[config.mk]
export PLATFORM = sky130hd
export DESIGN_NAME = guard_patrol_sequencer
export DESIGN_NICKNAME = d
export VERILOG_FILES = /design/src/rtl/guard_patrol_sequencer.sv
export SDC_FILE = /design/constraint.sdc
export NUM_CORES = 1
export LEC_CHECK = 0
export ABC_AREA = 1
export BUFFER_PORTS_ARGS = -buffer_cell sky130_fd_sc_hd__buf_2
export CAP_MARGIN = 20
export CORE_MARGIN = 2
export CORE_UTILIZATION = 65
export CTS_CLUSTER_SIZE = 12
export DETAILED_ROUTE_END_ITERATION = 12
export PLACE_DENSITY = 0.86
export SLEW_MARGIN = 25
export SYNTH_ARGS = -nofsm -noshare
export SYNTH_HDL_FRONTEND = slang
export SYNTH_SLANG_ARGS = --single-unit
[constraint.sdc]
create_clock -name Clk -period 10 [get_ports Clk]
set_input_delay 3 -clock Clk [delete_from_list [all_inputs] [get_ports Clk]]
set_output_delay 3 -clock Clk [all_outputs]
set_load 0.02 [all_outputs]
[src/rtl/guard_patrol_sequencer.sv]
// Patrol sequencer for one guard sprite: walks a closed rectangle with holds between legs,
// drops into ALERT on a player sighting and resumes the interrupted leg afterwards.
//
// state  | meaning
// -------+---------------------------------------------
// START  | parked at reset position, waiting for first tick
// UP     | move leg, Y decreases
// HOLD1  | pause after UP
// RIGHT  | move leg, X increases
// HOLD2  | pause after RIGHT
// DOWN   | move leg, Y increases
// HOLD3  | pause after DOWN
// LEFT   | move leg, X decreases
// HOLD4  | pause after LEFT, then back to UP
// ALERT  | frozen, counting ticks since the last sighting
module guard_patrol_sequencer #(
  parameter int START_X     = 100,
  parameter int START_Y     = 200,
  parameter int LEG_TICKS   = 64,
  parameter int HOLD_TICKS  = 32,
  parameter int ALERT_TICKS = 120,
  parameter int SPEED       = 1,
  parameter int SIZE        = 16,
  parameter int VLEN        = 64,
  parameter int VHALF       = 16
) (
  input  logic       Clk,
  input  logic       Reset,
  input  logic       i_tick,
  input  logic       i_enable,
  input  logic       i_player_seen,
  output logic [9:0] o_GuardX,
  output logic [9:0] o_GuardY,
  output logic [2:0] o_direction_guard,
  output logic [2:0] o_facing,
  output logic [9:0] o_vision_startX,
  output logic [9:0] o_vision_startY,
  output logic [9:0] o_vision_endX,
  output logic [9:0] o_vision_endY,
  output logic       o_alert
);

  typedef enum logic [3:0] {
    S_START, S_UP, S_HOLD1, S_RIGHT, S_HOLD2,
    S_DOWN, S_HOLD3, S_LEFT, S_HOLD4, S_ALERT
  } state_t;

  localparam logic [2:0] D_IDLE  = 3'd0;
  localparam logic [2:0] D_UP    = 3'd1;
  localparam logic [2:0] D_DOWN  = 3'd2;
  localparam logic [2:0] D_LEFT  = 3'd3;
  localparam logic [2:0] D_RIGHT = 3'd4;

  localparam logic [9:0]  C_START_X = 10'(START_X);
  localparam logic [9:0]  C_START_Y = 10'(START_Y);
  localparam logic [9:0]  C_SPEED   = 10'(SPEED);
  localparam logic [15:0] C_LEG_TC  = 16'(LEG_TICKS - 1);
  localparam logic [15:0] C_HOLD_TC = 16'(HOLD_TICKS - 1);
  localparam logic [15:0] C_ALRT_TC = 16'(ALERT_TICKS - 1);

  localparam logic signed [10:0] C_VH   = 11'(VHALF);
  localparam logic signed [10:0] C_VL   = 11'(VLEN);
  localparam logic signed [10:0] C_SZ   = 11'(SIZE);
  localparam logic signed [10:0] C_SIDE = 11'(SIZE - 1 + VHALF);
  localparam logic signed [10:0] C_FAR  = 11'(SIZE - 1 + VLEN);
  localparam logic signed [10:0] C_XMAX = 11'sd639;
  localparam logic signed [10:0] C_YMAX = 11'sd479;

  function automatic logic [9:0] f_clamp(input logic signed [10:0] v,
                                         input logic signed [10:0] vmax);
    if (v < 11'sd0) return 10'd0;
    if (v > vmax)   return vmax[9:0];
    return v[9:0];
  endfunction

  // Packed as {startX, startY, endX, endY}
  function automatic logic [39:0] f_box(input logic [9:0] gx, input logic [9:0] gy,
                                        input logic [2:0] fc);
    logic signed [10:0] sx, sy, x0, x1, y0, y1;
    sx = signed'({1'b0, gx});
    sy = signed'({1'b0, gy});
    x0 = sx - C_VH;
    x1 = sx + C_SIDE;
    y0 = sy - C_VL;
    y1 = sy - 11'sd1;
    case (fc)
      D_DOWN: begin
        y0 = sy + C_SZ;
        y1 = sy + C_FAR;
      end
      D_LEFT: begin
        x0 = sx - C_VL;
        x1 = sx - 11'sd1;
        y0 = sy - C_VH;
        y1 = sy + C_SIDE;
      end
      D_RIGHT: begin
        x0 = sx + C_SZ;
        x1 = sx + C_FAR;
        y0 = sy - C_VH;
        y1 = sy + C_SIDE;
      end
      default: ;
    endcase
    return {f_clamp(x0, C_XMAX), f_clamp(y0, C_YMAX),
            f_clamp(x1, C_XMAX), f_clamp(y1, C_YMAX)};
  endfunction

  function automatic state_t f_next(input state_t s);
    case (s)
      S_UP:    return S_HOLD1;
      S_HOLD1: return S_RIGHT;
      S_RIGHT: return S_HOLD2;
      S_HOLD2: return S_DOWN;
      S_DOWN:  return S_HOLD3;
      S_HOLD3: return S_LEFT;
      S_LEFT:  return S_HOLD4;
      default: return S_UP;
    endcase
  endfunction

  function automatic logic [2:0] f_dir(input state_t s);
    case (s)
      S_UP:    return D_UP;
      S_RIGHT: return D_RIGHT;
      S_DOWN:  return D_DOWN;
      S_LEFT:  return D_LEFT;
      default: return D_IDLE;
    endcase
  endfunction

  state_t      r_state;
  state_t      r_saved_state;
  logic [15:0] r_tick_cnt;
  logic [15:0] r_saved_cnt;
  logic [15:0] r_alert_cnt;
  logic [9:0]  r_GuardX;
  logic [9:0]  r_GuardY;
  logic [2:0]  r_dir;
  logic [2:0]  r_facing;
  logic        r_alert;
  logic [39:0] r_vis;

  logic        w_act;
  logic [39:0] w_box;

  assign w_act = i_tick & i_enable;
  assign w_box = f_box(r_GuardX, r_GuardY, r_facing);

  always_ff @(posedge Clk or posedge Reset) begin
    if (Reset) begin
      r_state       <= S_START;
      r_saved_state <= S_START;
      r_tick_cnt    <= '0;
      r_saved_cnt   <= '0;
      r_alert_cnt   <= '0;
      r_GuardX      <= C_START_X;
      r_GuardY      <= C_START_Y;
      r_dir         <= D_IDLE;
      r_facing      <= D_UP;
      r_alert       <= 1'b0;
      r_vis         <= f_box(C_START_X, C_START_Y, D_UP);
    end else begin
      r_vis <= w_box;
      // A sighting outranks any tick in the same cycle; re-sighting only restarts the timeout.
      if (i_player_seen && r_state != S_START) begin
        r_alert_cnt <= '0;
        if (r_state != S_ALERT) begin
          r_saved_state <= r_state;
          r_saved_cnt   <= r_tick_cnt;
          r_state       <= S_ALERT;
          r_dir         <= D_IDLE;
          r_alert       <= 1'b1;
        end
      end else if (w_act) begin
        case (r_state)
          S_START: begin
            r_state    <= S_UP;
            r_dir      <= D_UP;
            r_facing   <= D_UP;
            r_tick_cnt <= '0;
          end
          S_UP, S_RIGHT, S_DOWN, S_LEFT: begin
            case (r_state)
              S_UP:    r_GuardY <= r_GuardY - C_SPEED;
              S_RIGHT: r_GuardX <= r_GuardX + C_SPEED;
              S_DOWN:  r_GuardY <= r_GuardY + C_SPEED;
              default: r_GuardX <= r_GuardX - C_SPEED;
            endcase
            if (r_tick_cnt == C_LEG_TC) begin
              r_tick_cnt <= '0;
              r_state    <= f_next(r_state);
              r_dir      <= D_IDLE;
            end else begin
              r_tick_cnt <= r_tick_cnt + 16'd1;
            end
          end
          S_HOLD1, S_HOLD2, S_HOLD3, S_HOLD4: begin
            if (r_tick_cnt == C_HOLD_TC) begin
              r_tick_cnt <= '0;
              r_state    <= f_next(r_state);
              r_dir      <= f_dir(f_next(r_state));
              r_facing   <= f_dir(f_next(r_state));
            end else begin
              r_tick_cnt <= r_tick_cnt + 16'd1;
            end
          end
          S_ALERT: begin
            if (r_alert_cnt == C_ALRT_TC) begin
              r_state     <= r_saved_state;
              r_tick_cnt  <= r_saved_cnt;
              r_dir       <= f_dir(r_saved_state);
              r_alert     <= 1'b0;
              r_alert_cnt <= '0;
            end else begin
              r_alert_cnt <= r_alert_cnt + 16'd1;
            end
          end
          default: r_state <= S_START;
        endcase
      end
    end
  end

  assign o_GuardX          = r_GuardX;
  assign o_GuardY          = r_GuardY;
  assign o_direction_guard = r_dir;
  assign o_facing          = r_facing;
  assign o_alert           = r_alert;
  assign o_vision_startX   = r_vis[39:30];
  assign o_vision_startY   = r_vis[29:20];
  assign o_vision_endX     = r_vis[19:10];
  assign o_vision_endY     = r_vis[9:0];

endmodule
==> run summary, run 1 <==
status - complete, no violations
fin cells - 1248
buffers added on ports - 71
CTS Root Cell - clkbuf_16
cell taking the most area after synthesis - dfrtp_1
Hold Crit Depth - 2
Storage cell area - 3100 sq um
slowest cell on the critical path - dfstp_2
setup TNS - 0 ns
HP Class - flop to flop
dpl cells - 1216
Worst-Skew Late Latency - 0.43 ns
initial drt markers - 525
H-Tree Depth - 4
DR pass1 iterations - 5
Arr. time, crit path - 1.27 ns
Synth Instances - 1014
# setup viols final - 0
GRT met2 Usage - 0.453
ant diodes - 0
final instance area - 9070 sq um
Routability Congestion - 0.929
synth top area cells - dfrtp_1, nand2_1, ha_1
total power draw - 3.35 mW
post-synthesis register bit count - 123
fin crit share - 0.427
met3 usage - 0.0538
fmax - 0.234 GHz
CP Depth - 1
number of synthesized flops with an enable pin - 0
XOR/XNOR Fraction of Synth Area - 0.0513
CTS Buf Count - 17
Pleak - 4.56 nW
crit-path cells - buf_2
CP Launch Type - flop
RR Endpoint - r_vis[22]$_DFF_PP0_
worst endpoint required time - 7.00 ns
Worst-Margin Slew - 0.819 ns
DP Wirelength - 11800 um
mux contribution to synthesized area - 0.00406
Compound-Gate Fraction of Synth Area - 0.136
syn_area_per_cell - 7.91 sq um
Final ANT Viol Nets - 0
final hold vios - 0
total track usage - 0.269
adder-cell area share of the yosys netlist - 0.0787
Hold Path End - r_saved_cnt[2]$_DFFE_PP0P_
GR peak layer - met2
CTS resizes - 0
crit end category - output pin
footprint of the multi-input gates - 4230 sq um
Buf+Inv Stages, Crit Path - 1
largest net degree at the start of global routing - 67
Vias/cell - 5.52
worst setup margin - 5.73 ns
Async SR Flop Fraction - 1.00
largest family of logic cells by synthesized area - simple AND/OR/NAND/NOR gates
critical path peak fanout - 9
vias in the first global route - 6487
Worst R2R Path Depth - 14
Worst R2R Setup Slack - 6.64 ns
Setup Buffers After CTS - 0
Fillers - 880
crit-path max cell delay - 0.64 ns
wire length per cell - 13.4 um
Most used DFF post-synth - dfrtp_1
clk slew on worst S/H paths - 0.06 ns
die height - 115 um
hold_sp - r_saved_cnt[2]$_DFFE_PP0P_
clk_skew - 0.00957 ns
CTS tree - built
# rows - 40
Place WS - 5.35 ns
Sink Count - 123
first-pass GRT wire length - 28700 um
max_cap viols - 0
Die Wd - 115 um
met1 global-route usage - 0.342
delay-heaviest family, CP - flip-flops
Seq/Total Area, Yosys - 0.387
grt ovf - 0
Die ar. - 13200 sq um
post-layout min period - 4.27 ns
WL final - 16700 um
Synth-to-Final Area Change - 13.1%
Slew Limit Headroom - 0.454
PD cells - 369 nW/um^2
Placed Area - 8440 sq um
Post-CTS Hold Fix Bufs - 0
Synth warnings - 0
layout cells sized above 1 - 0.172
RSZ-0062 raised after global routing - false
Slew Limit Fails - 0
DR vias - 6888
synth unique cells - 60
post-synthesis simple-gate area fraction - 0.257
core box area - 12000 sq um
initial core utilization - 0.668
worst reg2reg path startpoint - o_facing[0]$_DFFE_PP1P_
critical path class - flop to output pin
DRC viols - 0
post-synth top area share - 0.321
initial antenna violation count - 0
Synth Cell Area - 8020 sq um
Worst VDD drop - 0.179 mV
NumNets Final - 1141
Clock Path Buffers - 2
I/O pins - 72
==> worst register-to-register path, cell delays in order (launching register included) <==
cell and delay (ns):
dfstp_2 0.56, inv_1 0.08, nor2_2 0.53, nor2_1 0.21
inv_1 0.27, ha_1 0.35, a21oi_1 0.20, o211ai_1 0.13
or2_2 0.29, nand3_1 0.09, nand2_1 0.08, inv_1 0.18
nand3_1 0.13, nand2_1 0.08, inv_1 0.05
==> where the power goes <==
part,internal [mW],switching (mW),leakage (nW)
logic,0.638,1.17,2.71
registers,0.714,0.162,1.53
clock network,0.446,0.214,0.309
total,1.80,1.55,4.56
==> worst max path at each step <==
stage	start	to	slack (ns)
floorplan	Reset	o_GuardX[0]$_DFFE_PP0P_	3.76
global placement	i_player_seen	r_saved_cnt[1]$_DFFE_PP0P_	5.41
detailed placement	i_player_seen	r_saved_cnt[1]$_DFFE_PP0P_	5.35
CTS	o_GuardX[2]$_DFFE_PP1P_	o_GuardX[2]	5.72
global route	o_GuardX[2]$_DFFE_PP1P_	o_GuardX[2]	5.69
finish	o_GuardX[2]$_DFFE_PP1P_	o_GuardX[2]	5.73
==> cells by family after synthesis <==
logic type,Yosys count
xor+xnor,47
mux,3
fa+ha+maj,48
flops,123
compound gates,188
simple gates,441
other cells,1
buf+inv,163
==> synthesized netlist by cell type, types with 8 or more instances <==
| cell | number |
|---|---|
| nand2_1 | 243 |
| inv_1 | 134 |
| dfrtp_1 | 103 |
| o21ai_0 | 81 |
| nand3_1 | 60 |
| a21oi_1 | 51 |
| nor2_1 | 51 |
| ha_1 | 44 |
| xor2_1 | 34 |
| dfstp_2 | 20 |
| nand4_1 | 19 |
| nor3_1 | 15 |
| o21ai_2 | 14 |
| xnor2_1 | 13 |
| nand2_2 | 10 |
| nor2_2 | 8 |
| o21ai_1 | 8 |
==> registers in the layout (all words and copies together), names as in the netlist <==
name and flops:
r_vis 40, o_alert 1, r_state 4, o_facing 3
o_GuardX 10, r_alert_cnt 16, r_saved_state 4, r_tick_cnt 16
o_GuardY 10, r_saved_cnt 16, o_direction_guard 3
==> layout make-up <==
class	count	area share
Clock inverter	9	0.0188
Tap cell	147	0.0203
Multi-Input combinational cell	729	0.467
Clock buffer	23	0.0505
Sequential cell	123	0.342
Timing Repair Buffer	72	0.0400
Inverter	145	0.0617
==> per-stage QoR <==
stage	hold WS [ns]	utilization
finish	0.484	0.755
detailed placement	0.473	0.703
floorplan	0.453	-
global route	0.514	0.755
CTS	0.487	0.755
global placement	0.466	0.703
==> routing by layer <==
layer	share of wire	vias to the layer above	routed length, um
li1	-	3471	-
met1	0.45	3181	7430
met2	0.48	196	7980
met3	0.052	40	862
met4	0.025	0	412
met5	0	-	0
==> layout by cell type, fill, tap and decap left out, drive strengths merged, types with 4 or more instances in the layout <==
cell type	netlist	final
a21o	5	5
dfstp	20	20
fa	4	4
inv	142	142
nor3	17	17
buf	13	72
ha	44	44
o21ai	103	103
nand3b	6	6
clkinv	3	7
a21oi	52	52
nor4	5	5
bufinv	0	5
clkbuf	5	23
nand2	259	259
dfrtp	103	103
nand4	20	20
o211ai	4	4
nor2	64	64
nand3	65	65
o22ai	5	5
a31oi	5	5
xnor2	13	13
xor2	34	34
(Power assumes the default switching activity.)
==> run 2: changes to the inputs <==
CORE_UTILIZATION = 55   (was 65)
PLACE_DENSITY = 0.78   (was 0.86)
clock period = 3.48 ns   (was 10 ns; I/O delays follow)
==> run summary, run 2 (synthesis results as in run 1) <==
hold_sp - r_saved_cnt[10]$_DFFE_PP0P_
HP Class - flop to flop
DR pass1 iterations - 5
Routability Congestion - 0.892
Fillers - 1249
initial core utilization - 0.558
first-pass GRT wire length - 29400 um
CTS Root Cell - clkbuf_16
clk slew on worst S/H paths - 0.05 ns
Worst-Skew Late Latency - 0.43 ns
CTS resizes - 0
H-Tree Depth - 4
# rows - 44
Most flops, register - r_vis
Worst VDD drop - 0.462 mV
Die Wd - 125 um
Clock Path Buffers - 2
fmax - 0.336 GHz
Die ar. - 15600 sq um
initial drt markers - 532
critical path peak fanout - 9
CTS Buf Count - 17
grt ovf - 0
DP Wirelength - 11900 um
NumNets Final - 1143
Worst R2R Setup Slack - 0.51 ns
die height - 125 um
CP Launch Type - flop
total power draw - 9.48 mW
fin crit share - 0.855
clk_skew - 0.0110 ns
worst endpoint required time - 3.78 ns
CTS tree - built
Worst-Margin Slew - 0.647 ns
Pleak - 4.55 nW
most frequent cells in the layout - nand2_1, inv_1, dfrtp_1, o21ai_0, buf_2
WL final - 17000 um
DR vias - 6851
Vias/cell - 5.32
crit end category - flop
core box area - 14400 sq um
Post-CTS Hold Fix Bufs - 0
RSZ-0062 raised after global routing - false
buffers added on ports - 71
# setup viols final - 0
Hold Crit Depth - 2
largest net degree at the start of global routing - 124
RR Endpoint - r_vis[18]$_DFF_PP0_
Final ANT Viol Nets - 0
Sink Count - 123
worst reg2reg path startpoint - o_facing[0]$_DFFE_PP1P_
post-layout min period - 2.97 ns
critical path class - flop to flop
wire length per cell - 13.2 um
initial antenna violation count - 0
ant diodes - 0
Hold Path End - r_saved_cnt[10]$_DFFE_PP0P_
Slew Limit Headroom - 0.569
PD cells - 1040 nW/um^2
status - complete, no violations
setup TNS - 0 ns
leading cell type in the layout, fill and taps excluded - nand2_1
Largest register FFs - 40
layout cells sized above 1 - 0.174
final hold vios - 0
max_cap viols - 0
vias in the first global route - 6442
Arr. time, crit path - 3.28 ns
total track usage - 0.228
DRC viols - 0
I/O pins - 72
Synth-to-Final Area Change - 13.6%
Worst R2R Path Depth - 14
Setup Buffers After CTS - 0
Slew Limit Fails - 0
## run 2: through the flow
stage / util / hold WS [ns] / instances / worst slack, ns / area (sq um)
final: 0.634 / 0.484 / 1287 / 0.505 / 9110
after CTS: 0.634 / 0.489 / 1287 / 0.578 / 9110
after global placement: 0.592 / 0.466 / 1255 / 0.705 / 8510
after detailed placement: 0.592 / 0.476 / 1255 / 0.601 / 8510
after global routing: 0.634 / 0.512 / 1287 / 0.164 / 9110
after floorplan: - / 0.453 / 1015 / 0.783 / 8030
## run 2: final cells by class
class                           count  area (sq um)  area share
Clock inverter                      7          87.6     0.00962
Timing Repair Buffer               74           390      0.0429
Clock buffer                       25           505      0.0555
Multi-Input combinational cell    729          4230       0.464
Sequential cell                   123          3100       0.341
Inverter                          145           561      0.0616
Tap cell                          184           230      0.0253
## run 2: worst max-delay path, stage by stage (launching register included)
cell     delay [ns]
dfstp_2        0.55
nor2_2         0.05
nand2_2        0.17
inv_1          0.09
nor2_1         0.22
inv_1          0.21
ha_1           0.39
nand2_1        0.08
nor3_1         0.23
o21ai_0        0.17
nand4_1        0.12
xor2_1         0.24
nand2_2        0.16
nand2_1        0.11
nor2_1         0.05
## run 2: layer usage
layer  global-route usage  wire, um  up-vias
met5                    0         0        -
met4               0.0886       284        0
met3               0.0455       738       27
met2                0.370      8100      165
met1                0.303      7860     3173
li1                     -         -     3486
## run 2: how the worst max path moves through the flow
stage	slack, ns	end	depth (start not counted)	from
2_1_floorplan	0.78	r_vis[20]$_DFF_PP0_	15	o_facing[0]$_DFFE_PP1P_
3_3_place_gp	0.70	r_vis[20]$_DFF_PP0_	15	o_facing[0]$_DFFE_PP1P_
3_5_place_dp	0.60	r_vis[21]$_DFF_PP0_	15	o_facing[0]$_DFFE_PP1P_
4_1_cts	0.58	r_vis[21]$_DFF_PP0_	15	o_facing[0]$_DFFE_PP1P_
5_1_grt	0.16	r_vis[18]$_DFF_PP0_	14	o_facing[0]$_DFFE_PP1P_
6_report	0.51	r_vis[18]$_DFF_PP0_	14	o_facing[0]$_DFFE_PP1P_
## run 2: where the power goes
group | switching (mW) | leakage, nW | internal [mW]
clock network | 0.621 | 0.293 | 1.14
logic | 3.35 | 2.72 | 1.84
registers | 0.467 | 1.53 | 2.05
total | 4.44 | 4.55 | 5.04
==> run 3: changes to the inputs <==
ABC_AREA = default   (was 1)
CORE_UTILIZATION = 56   (was 55)
CTS_BUF_LIST = sky130_fd_sc_hd__clkbuf_4 sky130_fd_sc_hd__clkbuf_8   (was default)
PLACE_DENSITY = 0.79   (was 0.78)
==> run summary, run 3 <==
status - complete, no violations
I/O pins - 72
worst endpoint required time - 3.84 ns
Arr. time, crit path - 3.59 ns
Synth Instances - 844
total track usage - 0.240
synth top area cells - dfrtp_1, ha_1, dfstp_2
synth unique cells - 72
initial drt markers - 602
H-Tree Depth - 4
Routability Congestion - 0.900
crit path launch - o_facing[1]$_DFFE_PP0P_
Clock Path Buffers - 2
Worst R2R Setup Slack - 0.25 ns
vias in the first global route - 6235
post-synthesis register bit count - 123
Max Used Layer - met4
largest net degree at the start of global routing - 79
Die ar. - 15000 sq um
Worst R2R Path Depth - 9
DR pass1 iterations - 7
slowest cell on the critical path - a2111o_1
Clk pwr share - 0.189
Buf+Inv Stages, Crit Path - 0
buffers added on ports - 71
number of synthesized flops with an enable pin - 0
Most used DFF post-synth - dfrtp_1
Setup Buffers After CTS - 0
NetSw - 2.64 mW
Async SR Flop Fraction - 1.00
CTS Buf Count - 17
crit end category - flop
delay-heaviest family, CP - simple AND/OR/NAND/NOR gates
CTS Root Cell - clkbuf_8
Synth warnings - 0
top post-synthesis cells by count - dfrtp_1, o21ai_0, nor2_1
sw frac - 0.432
first-pass GRT wire length - 29100 um
core box area - 13800 sq um
Slew Limit Headroom - 0.543
initial core utilization - 0.570
PD cells - 689 nW/um^2
Reg power frac - 0.345
critical path peak fanout - 7
post-synth top area share - 0.327
Final Util - 0.641
Die Wd - 123 um
Worst setup endpoint - r_vis[5]$_DFF_PP0_
Post-Route M1 WL - 7710 um
Synth Cell Area - 7890 sq um
internal power - 3.47 mW
fmax - 0.310 GHz
DP Wirelength - 12100 um
Worst VDD drop - 0.331 mV
Slew Limit Fails - 0
DRC viols - 0
WL final - 17100 um
crit-path cells - nor2b_2 > nand2_1 > ha_1 > nor4b_1 > nor2_1 > a311o_1 > or3_1 > a2111o_1 > and4b_1
Worst-Skew Late Latency - 0.47 ns
fin crit share - 0.928
hold_sp - o_alert$_DFFE_PP0P_
routed wl met3 - 850 um
Final ANT Viol Nets - 0
most frequent cells in the layout - dfrtp_1, o21ai_0, buf_2, nor2_1
wire length per cell - 15.4 um
CTS tree - built
Sink Count - 123
syn_area_per_cell - 9.34 sq um
Vias/cell - 6.04
Largest register FFs - 40
# setup viols final - 0
ant diodes - 0
post-layout min period - 3.23 ns
Pleak - 3.96 nW
setup TNS - 0 ns
CP Depth - 9
max_cap viols - 0
RSZ-0062 raised after global routing - false
clk slew on worst S/H paths - 0.08 ns
HP Class - flop to flop
grt ovf - 0
Most flops, register - r_vis
worst reg2reg path startpoint - o_facing[1]$_DFFE_PP0P_
clk_skew - 0.0120 ns
final hold vios - 0
critical path class - flop to flop
# rows - 43
layout cells sized above 1 - 0.197
met2 WL - 8240 um
NumNets Final - 972
cell taking the most area after synthesis - dfrtp_1
Synth-to-Final Area Change - 12.4%
initial antenna violation count - 0
leading cell type in the layout, fill and taps excluded - dfrtp_1
CP Launch Type - flop
count leader, synth - dfrtp_1
total power draw - 6.11 mW
die height - 123 um
Logic pwr share - 0.466
Worst-Margin Slew - 0.678 ns
Seq/Total Area, Yosys - 0.393
DR vias - 6722
crit-path max cell delay - 0.51 ns
RR Endpoint - r_vis[5]$_DFF_PP0_
[run 3: worst min path at each step]
stage,end,slack [ns],cells past startpoint
5_1_grt,r_saved_cnt[8]$_DFFE_PP0P_,0.53,1
4_1_cts,o_alert$_DFFE_PP0P_,0.50,2
3_5_place_dp,o_alert$_DFFE_PP0P_,0.48,2
3_3_place_gp,o_alert$_DFFE_PP0P_,0.48,2
2_1_floorplan,r_saved_state[3]$_DFFE_PP0P_,0.48,1
6_report,o_alert$_DFFE_PP0P_,0.49,2
[run 3: stage by stage]
stage               hold WS [ns]  setup slack [ns]  area [sq um]  instances
detailed placement         0.481             0.208          8500       1080
finish                     0.495             0.252          8860       1112
CTS                        0.499             0.193          8860       1112
global placement           0.476             0.317          8500       1080
floorplan                  0.475             0.113          7890        845
global route               0.533            0.0385          8860       1112
[run 3: cell families (layout without fill, tap and decap cells)]
logic type,count (synthesis),in the layout,share of synthesized area
simple gates,265,265,0.179
compound gates,244,244,0.202
flops,123,123,0.393
buf+inv,74,161,0.0363
xor+xnor,60,60,0.0684
fa+ha+maj,50,50,0.0825
mux,27,27,0.0381
other cells,1,2,0.000476
[run 3: cell type report]
cell class | instances | area, sq um
timing repair buffer | 94 | 541
sequential | 123 | 3100
clock inverter | 15 | 119
clock buffer | 17 | 234
multi-input combinational | 648 | 4510
fill | 1188 | 4960
tap | 180 | 225
inverter | 35 | 135
[run 3: worst reg2reg max path, cell delays in order, from the launching register on]
cell,delay [ns]
dfrtp_1,0.49
nor2b_2,0.29
nand2_1,0.09
ha_1,0.24
nor4b_1,0.35
nor2_1,0.16
a311o_1,0.35
or3_1,0.40
a2111o_1,0.51
and4b_1,0.24
[run 3: routing by layer]
metal  GRT usage  up-vias
li1            -     3277
met1       0.310     3216
met2       0.389      194
met3      0.0558       35
met4      0.0941        0
met5           0        -
[run 3: power by group through the flow]
stage | logic, mW | registers (mW) | clock network (mW)
after global routing | 3.15 | 2.16 | 1.25
after global placement | 2.75 | 2.12 | 0
after detailed placement | 2.81 | 2.13 | 0
after floorplan | 1.88 | 2.33 | 0
final | 2.85 | 2.11 | 1.15
after CTS | 2.83 | 2.10 | 1.18
[run 3: what timing repair did]
action | in CTS | in global routing
resized for setup | 0 | 3
setup endpoints to repair | 0 | 4
hold buffers | 0 | 0
